### config.mk
export PLATFORM = sky130hd
export DESIGN_NAME = mprj_wb_responder
export DESIGN_NICKNAME = d
export VERILOG_FILES = /design/src/rtl/mprj_wb_responder.sv
export SDC_FILE = /design/constraint.sdc
export NUM_CORES = 1
export LEC_CHECK = 0
export CORE_MARGIN = 2
export CORE_UTILIZATION = 25
export CTS_BUF_LIST = sky130_fd_sc_hd__clkbuf_4 sky130_fd_sc_hd__clkbuf_8
export DETAILED_ROUTE_END_ITERATION = 8
export DONT_BUFFER_PORTS = 1
export GPL_TIMING_DRIVEN = 1
export PLACE_DENSITY = 0.39
export SETUP_SLACK_MARGIN = 0.2
export SYNTH_ARGS = -nofsm -noshare
export SYNTH_HDL_FRONTEND = slang
export SYNTH_SLANG_ARGS = --single-unit
### constraint.sdc
create_clock -name wb_clk_i -period 23.8 [get_ports wb_clk_i]
set_clock_uncertainty 0.05 [all_clocks]
set_input_delay 5.95 -clock wb_clk_i [delete_from_list [all_inputs] [get_ports wb_clk_i]]
set_output_delay 5.95 -clock wb_clk_i [all_outputs]
set_load 0.005 [all_outputs]
### src/rtl/mprj_wb_responder.sv
// Wishbone classic responder for the user-project mprj bus window.
// Holds NWORDS byte-writable scratch words plus a 3-bit IRQ block
// (STATUS / RAISE / ENABLE), with a programmable number of wait states
// inserted before each acknowledge.
module mprj_wb_responder #(
    parameter logic [31:0] BASE_ADR    = 32'h3000_0000,
    parameter logic [31:0] ADR_MASK    = 32'hFFFF_F000,
    parameter int unsigned NWORDS      = 16,
    parameter int unsigned WAIT_STATES = 1
) (
    input  logic        wb_clk_i,
    input  logic        wb_rst_i,
    input  logic        wbs_cyc_i,
    input  logic        wbs_stb_i,
    input  logic        wbs_we_i,
    input  logic [3:0]  wbs_sel_i,
    input  logic [31:0] wbs_adr_i,
    input  logic [31:0] wbs_dat_i,
    output logic        wbs_ack_o,
    output logic [31:0] wbs_dat_o,
    input  logic [2:0]  hw_event_i,
    output logic [2:0]  user_irq_o
);

    localparam int unsigned AW = (NWORDS > 1) ? $clog2(NWORDS) : 1;

    typedef enum logic [1:0] {
        S_IDLE,
        S_WAIT,
        S_ACK
    } state_t;

    state_t        state;
    state_t        state_nx;
    logic [3:0]    cnt;
    logic [9:0]    adr_q;
    logic          we_q;
    logic [3:0]    sel_q;
    logic [31:0]   dat_q;
    logic [31:0]   scratch [NWORDS];
    logic [2:0]    status;
    logic [2:0]    enable;

    logic          start;
    logic          commit;
    logic          is_scr;
    logic          is_status;
    logic          is_raise;
    logic          is_enable;
    logic [AW-1:0] idx;
    logic [2:0]    w1c;
    logic [2:0]    raise;
    logic [31:0]   rd_data;

    // Window hit, register decode of the latched word address, and read mux
    always_comb begin
        start     = wbs_cyc_i && wbs_stb_i && ((wbs_adr_i & ADR_MASK) == BASE_ADR);
        idx       = adr_q[AW-1:0];
        is_scr    = !adr_q[9];
        is_status = (adr_q == 10'h200);
        is_raise  = (adr_q == 10'h201);
        is_enable = (adr_q == 10'h202);
        commit    = (state == S_ACK) && we_q;
        w1c       = (commit && is_status && sel_q[0]) ? dat_q[2:0] : '0;
        raise     = (commit && is_raise  && sel_q[0]) ? dat_q[2:0] : '0;
        rd_data   = '0;
        if (is_scr) begin
            rd_data = scratch[idx];
        end else if (is_status) begin
            rd_data = {29'd0, status};
        end else if (is_enable) begin
            rd_data = {29'd0, enable};
        end
    end

    // FSM state register
    always_ff @(posedge wb_clk_i or posedge wb_rst_i) begin
        if (wb_rst_i) begin
            state <= S_IDLE;
        end else begin
            state <= state_nx;
        end
    end

    // FSM next-state logic and acknowledge
    always_comb begin
        state_nx  = state;
        wbs_ack_o = 1'b0;
        case (state)
            S_IDLE: begin
                if (start) begin
                    state_nx = S_WAIT;
                end
            end
            S_WAIT: begin
                if (!wbs_cyc_i) begin
                    state_nx = S_IDLE;
                end else if (cnt == '0) begin
                    state_nx = S_ACK;
                end
            end
            S_ACK: begin
                wbs_ack_o = 1'b1;
                state_nx  = S_IDLE;
            end
            default: state_nx = S_IDLE;
        endcase
    end

    // Request capture, wait-state counter, and read data presented during ACK
    always_ff @(posedge wb_clk_i or posedge wb_rst_i) begin
        if (wb_rst_i) begin
            adr_q     <= '0;
            we_q      <= 1'b0;
            sel_q     <= '0;
            dat_q     <= '0;
            cnt       <= '0;
            wbs_dat_o <= '0;
        end else begin
            wbs_dat_o <= '0;
            if (state == S_IDLE && start) begin
                adr_q <= wbs_adr_i[11:2];
                we_q  <= wbs_we_i;
                sel_q <= wbs_sel_i;
                dat_q <= wbs_dat_i;
                cnt   <= WAIT_STATES[3:0];
            end else if (state == S_WAIT && wbs_cyc_i && cnt != '0) begin
                cnt <= cnt - 4'd1;
            end
            // dat_o is loaded on entry to ACK so it is valid exactly while ack is high
            if (state == S_WAIT && state_nx == S_ACK && !we_q) begin
                wbs_dat_o <= rd_data;
            end
        end
    end

    // Scratch words, byte-lane writes committed at the end of the ACK cycle
    always_ff @(posedge wb_clk_i or posedge wb_rst_i) begin
        if (wb_rst_i) begin
            for (int unsigned i = 0; i < NWORDS; i++) begin
                scratch[i] <= '0;
            end
        end else if (commit && is_scr) begin
            for (int unsigned n = 0; n < 4; n++) begin
                if (sel_q[n]) begin
                    scratch[idx][8*n +: 8] <= dat_q[8*n +: 8];
                end
            end
        end
    end

    // IRQ block: set (event or RAISE) wins over write-1-to-clear; IRQ output registered
    always_ff @(posedge wb_clk_i or posedge wb_rst_i) begin
        if (wb_rst_i) begin
            status     <= '0;
            enable     <= '0;
            user_irq_o <= '0;
        end else begin
            status     <= (status & ~w1c) | hw_event_i | raise;
            user_irq_o <= status & enable;
            if (commit && is_enable && sel_q[0]) begin
                enable <= dat_q[2:0];
            end
        end
    end

endmodule

Word level (Yosys, flattened, before mapping)
Cells that the tools add are included.
- register bits: 606
- bits of input ports: 76
- word-level logic and storage cells: 99
- add/subtract/negate cells: 1
- order comparisons: 2
- equality and inequality tests: 7
- mux-type cells: 35
- bitwise operators: 6
- reductions and logical operators: 22
- operator list (operator ; number):
    512-bit 2-to-1 mux ; 7
    512-bit bitwise mux ; 4
    32-bit demux with 4-bit select ; 4
    32-bit 2-to-1 mux ; 5
    32-bit binary-select mux with 4-bit select ; 1
    10-bit equality test, second input constant ; 3
    24-bit 2-to-1 mux ; 1
    20-bit by 18-bit equality test with 1-bit output, second input constant ; 1
    1-bit logical AND ; 16
    16-bit 2-to-1 mux ; 1
    3-bit 2-to-1 mux ; 4
    4-bit 2-to-1 mux ; 2
    8-bit 2-to-1 mux ; 1
    3-bit bitwise AND ; 2
    2-bit 2-to-1 mux ; 3
    3-bit OR ; 2
    5-bit >= comparator, second input constant ; 1
    5-bit by 1-bit < comparator with 1-bit output, second input constant ; 1
    4-bit inverter with 5-bit output ; 1
    2-bit equality test, second input constant ; 2
    4-bit zero test ; 1
    2-bit case mux with 2 select lines ; 1
    4-bit nonzero test ; 1
    4-bit by 1-bit subtractor with 4-bit output, second input constant ; 1
    6 further kinds ; 7

Longest topological paths before layout
- depth in word-level cells: 16
- gate-level depth with buffers: 8
- mapped depth without buffers: 6

Worst setup path after synthesis
No wires, ideal clock.
- path kind: input -> register
- start point: input wbs_adr_i[23]
- end point: register adr_q[0]
- setup time: 0.125 ns
- arrival: 7.166 ns
- data required time: 23.625 ns
- slack: 16.460 ns
- stages on the path: 5
- buffers on the path: 1
- cells stage by stage: nor4b_1 -> nand4_1 -> nor2_1 -> buf_2 -> mux2_2
- word-level cells in the longest chain between the ends: 3
- RTL lines (what ; RTL line ; source):
    from (decl) ; 17 ; input logic [31:0] wbs_adr_i,
    20-bit by 18-bit equality test with 1-bit output ; 57 ; start = wbs_cyc_i && wbs_stb_i && ((wbs_adr_i & ADR_MASK) == BASE_ADR);
    1-bit logical AND ; 57 ;
    1-bit logical AND ; 121 ; if (state == S_IDLE && start) begin
    to (signal assigned) ; 122 ; adr_q <= wbs_adr_i[11:2];
    to (decl) ; 36 ; logic [9:0] adr_q;
Every way passes these cells.
A chain may end at the register's enable or synchronous reset.

Worst setup path after layout
- start point: input wbs_adr_i[13]
- end point: register dat_q[15]
- word-level cells in the longest chain between the ends: 3
- RTL lines (what ; RTL line ; source):
    20-bit by 18-bit equality test with 1-bit output ; 57 ;
    1-bit logical AND ; 57 ;
    1-bit logical AND ; 121 ;
    to (signal assigned) ; 125 ; dat_q <= wbs_dat_i;
    to (decl) ; 39 ; logic [31:0] dat_q;
Every way passes these cells.

==> results.txt <==
Outcome -> completed
Slowest-stage cell, CP -> nor2_4
Initial antenna violation count -> 2
Post-synthesis sequential area ratio -> 56.9%
Largest family of logic cells by synthesized area -> multiplexers
Total grt overflow -> 0
Commonest non-fill, non-tap cell in the layout -> dfrtp_1
Mapped Area -> 0.0266 sq mm
Syn avg cell area -> 16.3 sq um
Crit path kind -> input port to flip-flop
Setup WS pre-CTS -> 15.06 ns
Dpl hpwl -> 42.6 mm
Tot GR Track Use -> 13.5%
Final setup violation count -> 0
Top-area cell type share of the netlist area -> 56.9%
Starting density of the core -> 25.2%
Clock Pin Slew Worst Setup and Hold Paths -> 0.05 ns
GP Congestion -> 0.690
Ys Warns -> 0
Xor/xnor share of the synthesized area -> 0.0986%
Die H -> 330 um
Antenna violation net count after detailed routing -> 0
Tcrit/Tclk final -> 33.0%
Yosys reg bits -> 606
Placed cell count -> 2,950
Final Hold Fails -> 0
H-tree depth -> 3
Min-Delay Path Class -> flip-flop to flip-flop
WL/cell -> 23.0 um
Worst Hold Depth -> 1
Power per cell area -> 68.8 mW/mm^2
IO Port Bufs -> 0
Post_cts resized -> 0
RSZ-0062 raised after global routing -> no
Via count of the first global-routing pass -> 15.9k
Setup Fix Bufs, Post-CTS -> 0
Mapped Nets -> 1,711
Clk root buf -> clkbuf_8
Primary FF master, synth -> dfrtp_1
Leak -> 14.2 nW
Commonest cells after routing, fill and taps aside -> dfrtp_1, mux2_2, clkbuf_8
DR vias/cell -> 4.54
Final Non-Filler Cells -> 3,154
Setup slack, reg-to-reg -> 20.24 ns
First drt pass iteration count -> 4
Multiplexer area fraction after synthesis -> 37.2%
Setup TNS -> 0 ns
Chip width -> 330 um
Final Max Slew Viols -> 0
Yosys top cell by area -> dfrtp_1
Post-synth ARST share -> 100%
Routed wire length -> 72.5 mm
Final WS setup -> 15.95 ns
R2r startpoint -> adr_q[0]
Core Box Area -> 0.106 sq mm
Residual DRC -> 0
I/O pins -> 112
VDD IR max -> 36.8 uV
Reg2Reg Depth -> 5
Via count of the routed design -> 14.3k
Layout Utilization -> 28.9%
Net count, final -> 1,750
Highest Clock Rate -> 0.127 GHz
Synth Area in Simple Gates -> 3.02%
Row count -> 119
Post-synthesis adder-cell area fraction -> 0.0470%
Bufs on Longest Clock Path -> 3
Top post-synthesis cells by area -> dfrtp_1, mux2_2, mux4_2
Largest net degree at the start of global routing -> 142
Clk Latency, worst-skew pair -> 0.72 ns
Synth Area in Compound Gates -> 0.869%
Final Critical Period -> 7.85 ns
# hold bufs at CTS -> 0
Crit end category -> flip-flop
Worst r2r dst -> wbs_dat_o[20]
Max cap viols -> 0
Worst slew margin -> 23.8%
Hold EP -> scratch[84]
Inserted Clock Buffers -> 112
Number of flops mapped to enable cells by yosys -> 0
Power, Total -> 2.10 mW
Crit-path cells -> nor4_1 -> nand4_1 -> nor2_4 -> buf_4 -> mux2_2
Startpoint types -> input port
Critical path arrival -> 8.39 ns
Cell count after synthesis -> 1,634
Worst slew pin tran -> 1.14 ns
Clk sinks -> 606
Hold Crit Start -> scratch[84]
Fraction of layout cells with a size suffix above 1 -> 53.1%
Fill count -> 10.4k
First-pass GRT wire length -> 108 mm
TritonCTS clock tree -> yes
Slowest stage delay, CP -> 0.86 ns
Crit-path max FO -> 29
Critical path required time -> 24.34 ns
Total die area -> 0.109 sq mm
P&R area growth vs syn -> 14.4%
Initial drt markers -> 719
Library cells used by synthesis -> 44
## Yosys cell counts, drive strengths merged, types with 2 or more instances
| cell type | count |
|---|---|
| dfrtp | 606 |
| mux2 | 565 |
| mux4 | 131 |
| nand2 | 72 |
| mux2i | 61 |
| buf | 56 |
| clkbuf | 38 |
| o22ai | 29 |
| nor2 | 17 |
| and2 | 9 |
| nor3 | 8 |
| nand2b | 6 |
| nor4 | 6 |
| a221o | 3 |
| inv | 3 |
| nand3 | 2 |
| nand3b | 2 |
| nor4b | 2 |
| or4 | 2 |
| xor2 | 2 |
## power by group
| part | internal, mW | total (mW) | switching [mW] | leakage (nW) |
|---|---|---|---|---|
| logic | 0.00122 | 0.0217 | 0.0205 | 4.43 |
| registers | 1.03 | 1.03 | 0.00000491 | 8.45 |
| clock network | 0.599 | 1.04 | 0.446 | 1.27 |
| total | 1.63 | 2.10 | 0.466 | 14.2 |
## area by class of cell
class / instances / area (sq um) / area share [%]
tap: 1391 / 1740 / 5.71
antenna: 1 / 2.50 / 0.00821
multi-input combinational: 931 / 11000 / 36.1
inverter: 3 / 18.8 / 0.0616
clock buffer: 187 / 2280 / 7.48
clock inverter: 16 / 91.3 / 0.300
timing repair buffer: 19 / 155 / 0.509
sequential: 606 / 15200 / 49.8
## flip-flops by register name (all words and copies together), names as in the netlist
name and flops:
adr_q 10, state 2, enable 3, sel_q 4, we_q 1, user_irq_o 3, scratch 512, wbs_dat_o 32
cnt 4, status 3, dat_q 32
## metal layers
layer | vias to the layer above | GRT usage, % | routed length [um]
met5 | - | 0 | 13
met4 | 2 | 5.26 | 2250
met3 | 119 | 2.79 | 3490
met2 | 268 | 21.8 | 34600
met1 | 7722 | 17.9 | 32200
li1 | 6216 | - | -
## worst max path at each step
stage | startpoint | end | slack (ns)
floorplan | wb_rst_i | adr_q[0] | 0.83
global placement | wbs_adr_i[13] | dat_q[25] | 15.06
detailed placement | wbs_adr_i[13] | dat_q[31] | 15.06
CTS | wbs_adr_i[13] | dat_q[24] | 15.86
global route | wb_rst_i | scratch[137] | 15.65
finish | wbs_adr_i[13] | dat_q[15] | 15.95
## logic make-up (layout without fill, tap and decap cells)
| family | Yosys count | count (layout) |
|---|---|---|
| AND/OR/NAND/NOR | 135 | 135 |
| XOR/XNOR | 3 | 3 |
| multiplexers | 757 | 757 |
| other | 0 | 1 |
| buffers and inverters | 97 | 225 |
| flip-flops | 606 | 606 |
| adder cells (fa/ha/maj) | 1 | 1 |
| AO/OA/AOI/OAI | 35 | 35 |
## worst max-delay path: cells and delay by family
family	cells	cell delay (ns)
mux	1	0.39
simple gates	3	1.40
buf+inv	1	0.62
## through the flow
step                      area, sq um  hold WS, ns
after detailed placement        28100        0.428
after floorplan                 26600        0.409
after global routing            30500        0.449
after global placement          28100        0.418
after CTS                       30500        0.441
final                           30500        0.438
Power figures use the tool's default switching activity.
